$ cat src/rtl/gate_bist_pkg.sv
// Shared types and constants for the 2-input gate BIST sequencer.
package gate_bist_pkg;

  typedef enum logic [1:0] {
    IDLE   = 2'd0,
    RUN    = 2'd1,
    FINISH = 2'd2
  } state_t;

  localparam int unsigned NUM_VEC = 4;

  localparam logic [3:0] TT_XOR = 4'b0110;
  localparam logic [3:0] TT_AND = 4'b1000;
  localparam logic [3:0] TT_OR  = 4'b1110;

endpackage

$ cat src/rtl/bist_settle_cnt.sv
// Per-vector settle counter; term flags the sample cycle (cnt == SETTLE).
module bist_settle_cnt
  import gate_bist_pkg::*;
#(
  parameter int unsigned SETTLE = 1
) (
  input  logic       clk,
  input  logic       rst,
  input  logic       clr,
  input  logic       en,
  output logic [3:0] cnt,
  output logic       term
);

  assign term = (cnt == 4'(SETTLE));

  // Holds at SETTLE rather than wrapping; the FSM clears it per vector.
  always_ff @(posedge clk) begin
    if (rst || clr)       cnt <= '0;
    else if (en && !term) cnt <= cnt + 4'd1;
  end

endmodule

$ cat src/rtl/gate_bist_ctrl.sv
// BIST sequencer for one 2-input gate: walks {a,b} through 00..11, samples y.
// Optional GATE_BIST_STOP_ON_FAIL_EN: end the test at the first mismatch.
module gate_bist_ctrl
  import gate_bist_pkg::*;
#(
  parameter logic [3:0]  EXPECT = TT_XOR,
  parameter int unsigned SETTLE = 1
) (
  input  logic       clk,
  input  logic       rst,
  input  logic       start,
  output logic       gate_a,
  output logic       gate_b,
  input  logic       gate_y,
  output logic       busy,
  output logic       done,
  output logic       pass,
  output logic [3:0] fail_mask,
  output logic [1:0] vec_idx
);

`ifdef GATE_BIST_STOP_ON_FAIL_EN
  localparam bit STOP_ON_FAIL = 1'b1;
`else
  localparam bit STOP_ON_FAIL = 1'b0;
`endif

  state_t     state, state_n;
  logic [1:0] vec_n;
  logic [3:0] mask_n, miss_oh;
  logic       pass_n, miss, cnt_clr, term;
  logic [3:0] cnt;

  bist_settle_cnt #(.SETTLE(SETTLE)) u_cnt (
    .clk  (clk),
    .rst  (rst),
    .clr  (cnt_clr),
    .en   (state == RUN),
    .cnt  (cnt),
    .term (term)
  );

  // Outputs decode registered state only, so nothing is combinational from inputs.
  assign busy   = (state == RUN);
  assign done   = (state == FINISH);
  assign gate_a = busy & vec_idx[1];
  assign gate_b = busy & vec_idx[0];

  assign miss = (gate_y != EXPECT[vec_idx]);

  always_ff @(posedge clk) begin
    if (rst) begin
      state     <= IDLE;
      vec_idx   <= '0;
      fail_mask <= '0;
      pass      <= 1'b0;
    end else begin
      state     <= state_n;
      vec_idx   <= vec_n;
      fail_mask <= mask_n;
      pass      <= pass_n;
    end
  end

  always_comb begin
    state_n = state;
    vec_n   = vec_idx;
    mask_n  = fail_mask;
    pass_n  = pass;
    cnt_clr = 1'b0;
    miss_oh = '0;
    miss_oh[vec_idx] = miss;
    case (state)
      IDLE: begin
        if (start) begin
          state_n = RUN;
          vec_n   = '0;
          mask_n  = '0;
          pass_n  = 1'b0;
          cnt_clr = 1'b1;
        end
      end
      RUN: begin
        if (term) begin
          mask_n = fail_mask | miss_oh;
          if ((STOP_ON_FAIL && miss) || (vec_idx == 2'(NUM_VEC - 1))) begin
            state_n = FINISH;
            pass_n  = (mask_n == '0);
          end else begin
            vec_n   = vec_idx + 2'd1;
            cnt_clr = 1'b1;
          end
        end
      end
      FINISH:  state_n = IDLE;
      default: state_n = IDLE;
    endcase
  end

endmodule

$ cat config.mk
export PLATFORM = sky130hd
export DESIGN_NAME = gate_bist_ctrl
export DESIGN_NICKNAME = d
export VERILOG_FILES = /design/src/rtl/gate_bist_pkg.sv /design/src/rtl/bist_settle_cnt.sv /design/src/rtl/gate_bist_ctrl.sv
export SDC_FILE = /design/constraint.sdc
export NUM_CORES = 1
export LEC_CHECK = 0
export ABC_CLOCK_PERIOD_IN_PS = 2000
export BUFFER_PORTS_ARGS = -buffer_cell sky130_fd_sc_hd__buf_2
export CAP_MARGIN = 30
export CORE_UTILIZATION = 51
export DETAILED_ROUTE_END_ITERATION = 7
export PLACE_DENSITY = 0.8
export SYNTH_ARGS = -nofsm -noshare
export SYNTH_HDL_FRONTEND = slang
export SYNTH_HIERARCHICAL = 1
export SYNTH_SLANG_ARGS = --single-unit
$ cat constraint.sdc
create_clock -name clk -period 2 [get_ports clk]
set_input_delay 0.2 -clock clk [delete_from_list [all_inputs] [get_ports clk]]
set_output_delay 0.2 -clock clk [all_outputs]
set_load 0.05 [all_outputs]
# == Word-level counts from Yosys, hierarchy flattened ==
# Index checks and enable logic that the tools add are counted.
# word_totals
reg_bits,13
in_bits,4
output_inout_bits,11
word_cells,56
# classes
n_addsub,2
magnitude_cmp,2
n_eq_ne,9
mux,23
bitwise,4
n_reduce_logical,11
# ops
op,n
2-bit two-way mux,6
1-bit two-way mux,8
4-bit two-way mux,2
2-bit case mux with 2 select lines,2
4-bit case mux with 2 select lines,1
4-bit AND reduction,2
3-bit AND reduction,2
4-bit by 1-bit adder with 4-bit output (second input constant),1
4-bit bitwise AND,1
2-bit == test (second input constant),2
4-bit by 1-bit == test with 1-bit output (second input constant),1
4-bit logical NOT,1
2-bit by 1-bit != test with 1-bit output (second input constant),2
2-bit != test (second input constant),2
4-bit OR,1
1-bit case mux with 2 select lines,2
2-bit by 3-bit less-than comparator with 1-bit output (second input constant),1
2-bit by 1-bit adder with 2-bit output (second input constant),1
1-bit bitwise AND,2
1-bit binary-select mux with 2-bit select,1
1-bit demux with 2-bit select,1
2-bit by 1-bit == test with 1-bit output (second input constant),1
2-bit by 1-bit greater-or-equal comparator with 1-bit output (second input constant),1
1-bit logical AND,2
5 further kinds,5

# == Longest topological paths before layout ==
# Gate-level depths: netlist (run 1).
# logic_depth
ltp_word,10
ltp_mapped,7
ltp_nobuf,7

# == By module ==
# Netlist (run 1), hierarchy kept.
# by_module_without_submodules
module,n_inst,cells_each,area_per_inst_um2,seq_area_each_um2
gate_bist_ctrl,1,57,493.0,180.2
bist_settle_cnt,1,23,207.7,80.1

# == Worst setup path before layout (run 1) ==
# Ideal clock, no wire load.
# synth_timing
path_type,register to register
from,register vec_idx[0]
to,register fail_mask[3]
setup_time_ns,0.118
t_arrival_ns,1.727
required_time_ns,1.882
slack_ns,0.156
path_stages_with_launch,7
n_path_buf,0
synth_period_minus_slack_ns,1.844
path_cell_list,dfxtp_1 inv_1 ha_1 xor2_1 a21oi_1 a2bb2oi_1 nor2_1
# synth_via
elab_chain_len,8
elab_cells_between_ends,12
cone_classes,order compare: 2; eq/ne: 1; mux: 6; bitwise: 2; reduce/logical: 1
# synth_rtl
element,line_no,source
start: declaration,gate_bist_ctrl.sv:19,output logic [1:0] vec_idx
start signal: assignment,gate_bist_ctrl.sv:59,vec_idx <= vec_n;
2-bit by 3-bit less-than comparator with 1-bit output (not written as such) or 2-bit by 1-bit greater-or-equal comparator with 1-bit output (tied branches),gate_bist_ctrl.sv:72,miss_oh[vec_idx] = miss;
1-bit logical AND (not written as such),gate_bist_ctrl.sv:72,
1-bit two-way mux (not written as such),gate_bist_ctrl.sv:72,
1-bit demux with 2-bit select,gate_bist_ctrl.sv:72,
4-bit bitwise AND (no line) *,--,
4-bit OR *,gate_bist_ctrl.sv:85,mask_n = fail_mask | miss_oh;
4-bit two-way mux *,gate_bist_ctrl.sv:84,if (term) begin
4-bit case mux with 2 select lines *,gate_bist_ctrl.sv:73,case (state)
end signal: assignment,gate_bist_ctrl.sv:60,fail_mask <= mask_n;
end: declaration,gate_bist_ctrl.sv:18,"output logic [3:0] fail_mask,"
# Mark *: on every way between the ends. The rest lies on a longest branch, timed or not. The select of a mux whose other input is x is not followed.
# A chain may end at the register's enable or synchronous reset.

# == Final worst setup path (run 1) ==
# layout_timing
from,register u_cnt.cnt[0]
to,register u_cnt.cnt[0]
# layout_via
elab_chain_len,4
elab_cells_between_ends,7
cone_classes,add/sub: 1; eq/ne: 1; mux: 2; reduce/logical: 3
# layout_rtl
element,line_no,source
start: declaration,bist_settle_cnt.sv:11,"output logic [3:0] cnt,"
start signal: assignment,bist_settle_cnt.sv:20,else if (en && !term) cnt <= cnt + 4'd1;
4-bit by 1-bit == test with 1-bit output,bist_settle_cnt.sv:15,assign term = (cnt == 4'(SETTLE));
net term,gate_bist_ctrl.sv:31,"logic pass_n, miss, cnt_clr, term;"
1-bit two-way mux,gate_bist_ctrl.sv:84,
1-bit case mux with 2 select lines,gate_bist_ctrl.sv:73,
net cnt_clr,gate_bist_ctrl.sv:31,
1-bit logical OR,bist_settle_cnt.sv:19,if (rst || clr) cnt <= '0;
# The timed path passes the listed nets, and every way through them passes these cells.

==> impl_results.md, run 1 <==
- Status: finished clean
- R2r worst-path depth: 6
- Post-synth cell types: 30
- Avg WL per Cell: 12.2 um
- # clock sinks: 13
- R2r setup slk: 0.25 ns
- CP delay by family, top: simple AND/OR/NAND/NOR gates
- Reg2reg start: u_cnt/cnt[0]
- Mean area per synthesized cell: 8.76 um^2
- Largest net degree at the start of global routing: 13
- Hold-fix buffers, CTS: 0
- Cell Area, Synth: 701 um^2
- Post-synth top flop: dfxtp_1
- Pwr/cell area: 614 nW/um^2
- Rel. slew slack: 67.1%
- Initial antenna violation count: 0
- CTS clk-pin slew, worst paths: 0.08 ns
- Number of synthesized flops with an enable pin: 0
- Count of input and output buffers: 14
- Layout area overhead: 15.5%
- Row count: 12
- Int Power: 0.000364 W
- Multi-input logic area: 420 um^2
- Fill count: 102
- Hold Path Class: input port to register
- Register share of total power: 54.5%
- Critical path depth in cells: 6
- Final ANT Viol Nets: 0
- Fmax: 573 MHz
- Ant diodes: 0
- Worst-Margin Slew: 0.491 ns
- Initial Util: 59.1%
- Top-area cell type share of the netlist area: 37.1%
- RSZ-0062 raised after global routing: false
- Postcts setup bufs: 0
- Critical Path End Type: register
- CP arrival: 1.91 ns
- Setup CP Type: register to register
- Core area: 1190 um^2
- First-pass GRT wire length: 2190 um
- Nets@finish: 108
- CTS tree: yes
- Worst Setup SP: u_cnt/cnt[0]
- Clock Latency Late Sink: 0.27 ns
- Critical-path top delay cell: nor3b_2
- Clk buf depth: 2
- Setup WS pre-CTS: 0.255 ns
- Sw Ratio: 26.8%
- Worst path max stage delay: 0.43 ns
- Most frequent cells in the layout: buf_2 (14), dfxtp_1 (13), nand2_1 (8)
- Max FO, Critical Path: 8
- WL final: 1350 um
- Final Setup Violations: 0
- Final Wtd Congestion: 0.775
- Final setup margin: 0.254 ns
- MaxCap Viol Count: 0
- Cell taking the most area after synthesis: dfxtp_1
- Worst Skew: 0.00120 ns
- Crit path to: u_cnt/cnt[0]
- Final Critical Period: 1.75 ns
- Remaining DRCs: 0
- GR Overflow Total: 0
- Hold Fails Final Rpt: 0
- Fin. max-slew vios: 0
- Ys async rst share: 0%
- Root Buffer: clkbuf_4
- CP required: 2.17 ns
- Worst r2r dst: u_cnt/cnt[0]
- Net switching power: 0.000133 W
- Syn Inst Count: 80
- DRT Pass-1 Iters: 4
- Static Leak: 0.386 nW
- WP buf/inv: 0
- Largest cells by area after synthesis: dfxtp_1 (37%), ha_1 (11%), nand2_1 (4.3%), nor2_1 (3.8%), a21oi_1 (3.6%)
- Width of the die: 39.1 um
- DIE AREA: 1530 um^2
- Vias in the first global route: 528
- Syn. warnings: 6
- Final TNS setup: 0 ns
- Synthesized flop and latch total: 13
- Total track usage: 21.4%
- Fin crit share: 87.3%
- Post-Syn Nets: 90
- Total CTS buffers: 3
- Resize count post-CTS: 0
- Logic gate share of total power: 13.0%
- Worst vdd rail ir drop: 0.319 mV
- Die H: 39.1 um
- Worst-path cell chain: ha_1 -> nor3b_2 -> nand3b_4 -> o21ai_0 -> nor2_1 -> a21boi_1
- DP HPWL: 999 um
- Layout cells sized above 1: 22.7%
- Ports: 15
- Seq/Total Area, Yosys: 37.1%
- Via density: 5.40
- Tot Pwr: 0.000497 W
- Storage element area: 260 um^2
- Clk pwr share: 32.5%
- Critical path startpoint category: register
- WHS: 0.240 ns
- H-tree Lvls: 1
- Via count: 599
- Commonest non-fill, non-tap cell in the layout: buf_2
- Starting DRT DRC Count: 17
[state kept, by name, indices dropped and copies added (netlist names)]
name / cells
fail_mask: 4
pass: 1
state: 2
u_cnt/cnt: 4
vec_idx: 2
[kinds of logic (layout without fill, tap and decap cells)]
logic type | Yosys count | count (layout) | synth area share, %
and+or+nand+nor | 37 | 37 | 31.4
AOI/OAI and AO/OA | 17 | 17 | 15.4
DFF | 13 | 13 | 37.1
adders and majority gates | 6 | 6 | 10.7
buffers and inverters | 5 | 22 | 2.86
xor gates and xnor gates | 2 | 2 | 2.50
[Yosys cell counts, types with 3 or more instances]
cell type	count
ha_1	6
dfxtp_1	13
nor2_1	7
a21oi_1	5
o21ai_0	5
inv_1	4
nand2b_1	3
nand2_1	8
[worst min-delay path by stage]
| stage | from | endpoint | slack, ns | cells after the start |
|---|---|---|---|---|
| 3_3_place_gp | pass | pass | 0.48 | 2 |
| 3_5_place_dp | pass | pass | 0.49 | 2 |
| 5_1_grt | rst | fail_mask[0] | 0.25 | 2 |
| 4_1_cts | rst | vec_idx[0] | 0.24 | 2 |
| 2_1_floorplan | rst | u_cnt/cnt[3] | 0.28 | 1 |
| 6_report | rst | state[0] | 0.24 | 2 |
[stage by stage]
stage          util [%]  instances  cell area [um^2]
2_1_floorplan         -         80               701
3_3_place_gp       66.0        107               783
3_5_place_dp       66.0        107               783
4_1_cts            68.2        111               810
5_1_grt            68.2        111               810
6_report           68.2        111               810
[power groups by stage]
stage          registers (W)   logic, W  clock network, W
5_1_grt             0.000272  0.0000715          0.000170
6_report            0.000271  0.0000646          0.000162
2_1_floorplan       0.000281  0.0000454                 0
4_1_cts             0.000271  0.0000651          0.000163
3_5_place_dp        0.000278  0.0000649                 0
3_3_place_gp        0.000277  0.0000636                 0
[worst reg2reg max path, delay by kind of cell, from the launching register on]
| family | cells | cell delay, ns |
|---|---|---|
| flops | 1 | 0.39 |
| simple gates | 3 | 0.71 |
| fa+ha+maj | 1 | 0.16 |
| compound gates | 2 | 0.38 |
[cell type report]
class / instances / area share, %
multi-input combinational: 62 / 51.9
inverter: 4 / 1.85
sequential: 13 / 32.1
timing repair buffer: 14 / 8.66
tap: 14 / 2.16
clock buffer: 4 / 3.25
[routing by layer]
metal | global-route usage, % | routed length (um)
met3 | 3.47 | 58
met2 | 34.2 | 572
met5 | 0 | 0
met1 | 27.4 | 682
met4 | 10.3 | 36
Note: power is estimated with default switching activity, not from simulation.
==> run 2, diff against run 1 <==
- HOLD_SLACK_MARGIN: unset -> 0.05
- RECOVER_POWER: unset -> 100
==> run 2 against run 1 <==
Sequential share of layout area is 0.82 points higher. Fmax is 1.4% lower. Combinational power is 3.4% lower. Clock skew hardly changed. Clock power hardly changed. Critical endpoint is now gate_b. Largest cell class unchanged. Highest routed layer unchanged.
==> impl_results.md, run 2 (synthesized netlist as in run 1, its figures left out) <==
- DRT Pass-1 Iters: 4
- Sw Ratio: 26.8%
- MaxCap Viol Count: 0
- Total CTS buffers: 3
- Nets@finish: 108
- Final setup margin: 0.230 ns
- Critical Path End Type: primary output
- Final Setup Violations: 0
- Final Wtd Congestion: 0.775
- Int Power: 0.000363 W
- Logic gate share of total power: 12.6%
- WL final: 1350 um
- Fin. max-slew vios: 0
- GR Overflow Total: 0
- # clock sinks: 13
- DIE AREA: 1530 um^2
- RSZ-0062 raised after global routing: false
- Hold Path Class: input port to register
- Hold-fix buffers, CTS: 0
- Static Leak: 0.337 nW
- Ports: 15
- CP arrival: 1.57 ns
- CP required: 1.80 ns
- Max FO, Critical Path: 9
- Avg WL per Cell: 12.2 um
- Worst Skew: 0.00135 ns
- Clk pwr share: 32.6%
- Fin crit share: 88.5%
- Starting DRT DRC Count: 14
- Placed Area: 783 um^2
- CTS clk-pin slew, worst paths: 0.08 ns
- Initial antenna violation count: 0
- Postcts setup bufs: 0
- Critical path startpoint category: register
- Worst vdd rail ir drop: 0.319 mV
- Layout cells sized above 1: 9.28%
- Status: finished clean
- Pwr/cell area: 627 nW/um^2
- Remaining DRCs: 0
- Largest net degree at the start of global routing: 13
- Clk buf depth: 2
- Rel. slew slack: 58.0%
- Die H: 39.1 um
- Root Buffer: clkbuf_4
- H-tree Lvls: 1
- Width of the die: 39.1 um
- Total track usage: 21.4%
- Biggest regs: fail_mask x4, u_cnt/cnt x4
- Design Area, Final: 790 um^2
- Row count: 12
- Net switching power: 0.000133 W
- Initial Util: 59.1%
- Count of input and output buffers: 14
- Final ANT Viol Nets: 0
- Via density: 5.38
- Clock Latency Late Sink: 0.27 ns
- First-pass GRT wire length: 2190 um
- Worst-Margin Slew: 0.632 ns
- CTS tree: yes
- Hold Fails Final Rpt: 0
- WHS: 0.237 ns
- Fmax: 565 MHz
- Via count: 597
- Commonest non-fill, non-tap cell in the layout: dfxtp_1
- Setup WS pre-CTS: 0.255 ns
- Core area: 1190 um^2
- Most frequent cells in the layout: dfxtp_1 (13), clkbuf_1 (12), nor2_1 (8), nand2_1 (8)
- DP HPWL: 999 um
- Register share of total power: 54.8%
- Ant diodes: 0
- Final Critical Period: 1.77 ns
- End-of-flow core utilization: 66.6%
- Resize count post-CTS: 0
- Final TNS setup: 0 ns
- Vias in the first global route: 528
- Layout area overhead: 12.7%
- Setup CP Type: register to primary output
## run 2: cell count changes in the layout (fill, tap and decap cells not counted), sizes merged
cell,before,now
buf,14,3
clkbuf,4,15
## run 2: path summary, 6_finish.rpt
kind                 from      endpoint  slack (ns)  cells after the start
min reg2reg          pass          pass        0.50                      2
min                   rst      state[0]        0.24                      2
max reg2reg  u_cnt/cnt[0]  u_cnt/cnt[0]        0.26                      6
max              state[0]        gate_b        0.23                      3
## run 2: stage by stage
stage               power [W]  instances
finish               0.000495        111
global route         0.000512        111
floorplan            0.000326         80
global placement     0.000341        107
CTS                  0.000500        111
detailed placement   0.000342        107
## run 2: layer usage
metal	track usage, %	routed length (um)	vias up
met2	34.2	573	17
li1	-	-	310
met4	10.3	42	0
met1	27.4	679	264
met5	0	0	-
met3	3.47	58	6
## run 2: area by class of cell
cell class | count | area, um^2
Fill cell | 111 | 397
Tap cell | 14 | 17.5
Clock buffer | 4 | 26.3
Sequential cell | 13 | 260
Multi-Input combinational cell | 62 | 414
Timing Repair Buffer | 14 | 56.3
Inverter | 4 | 15.0
## run 2: power by group through the flow
stage / Sequential, W / Clock, W / Combinational [W]
floorplan: 0.000281 / 0 / 0.0000454
CTS: 0.000271 / 0.000163 / 0.0000651
finish: 0.000271 / 0.000162 / 0.0000624
global route: 0.000272 / 0.000170 / 0.0000692
global placement: 0.000277 / 0 / 0.0000636
detailed placement: 0.000278 / 0 / 0.0000649
## run 2: critical path, stage by stage (launching register included)
cell and delay, ns:
dfxtp_1 0.45, and2b_4 0.25, and2_1 0.13, clkbuf_1 0.46
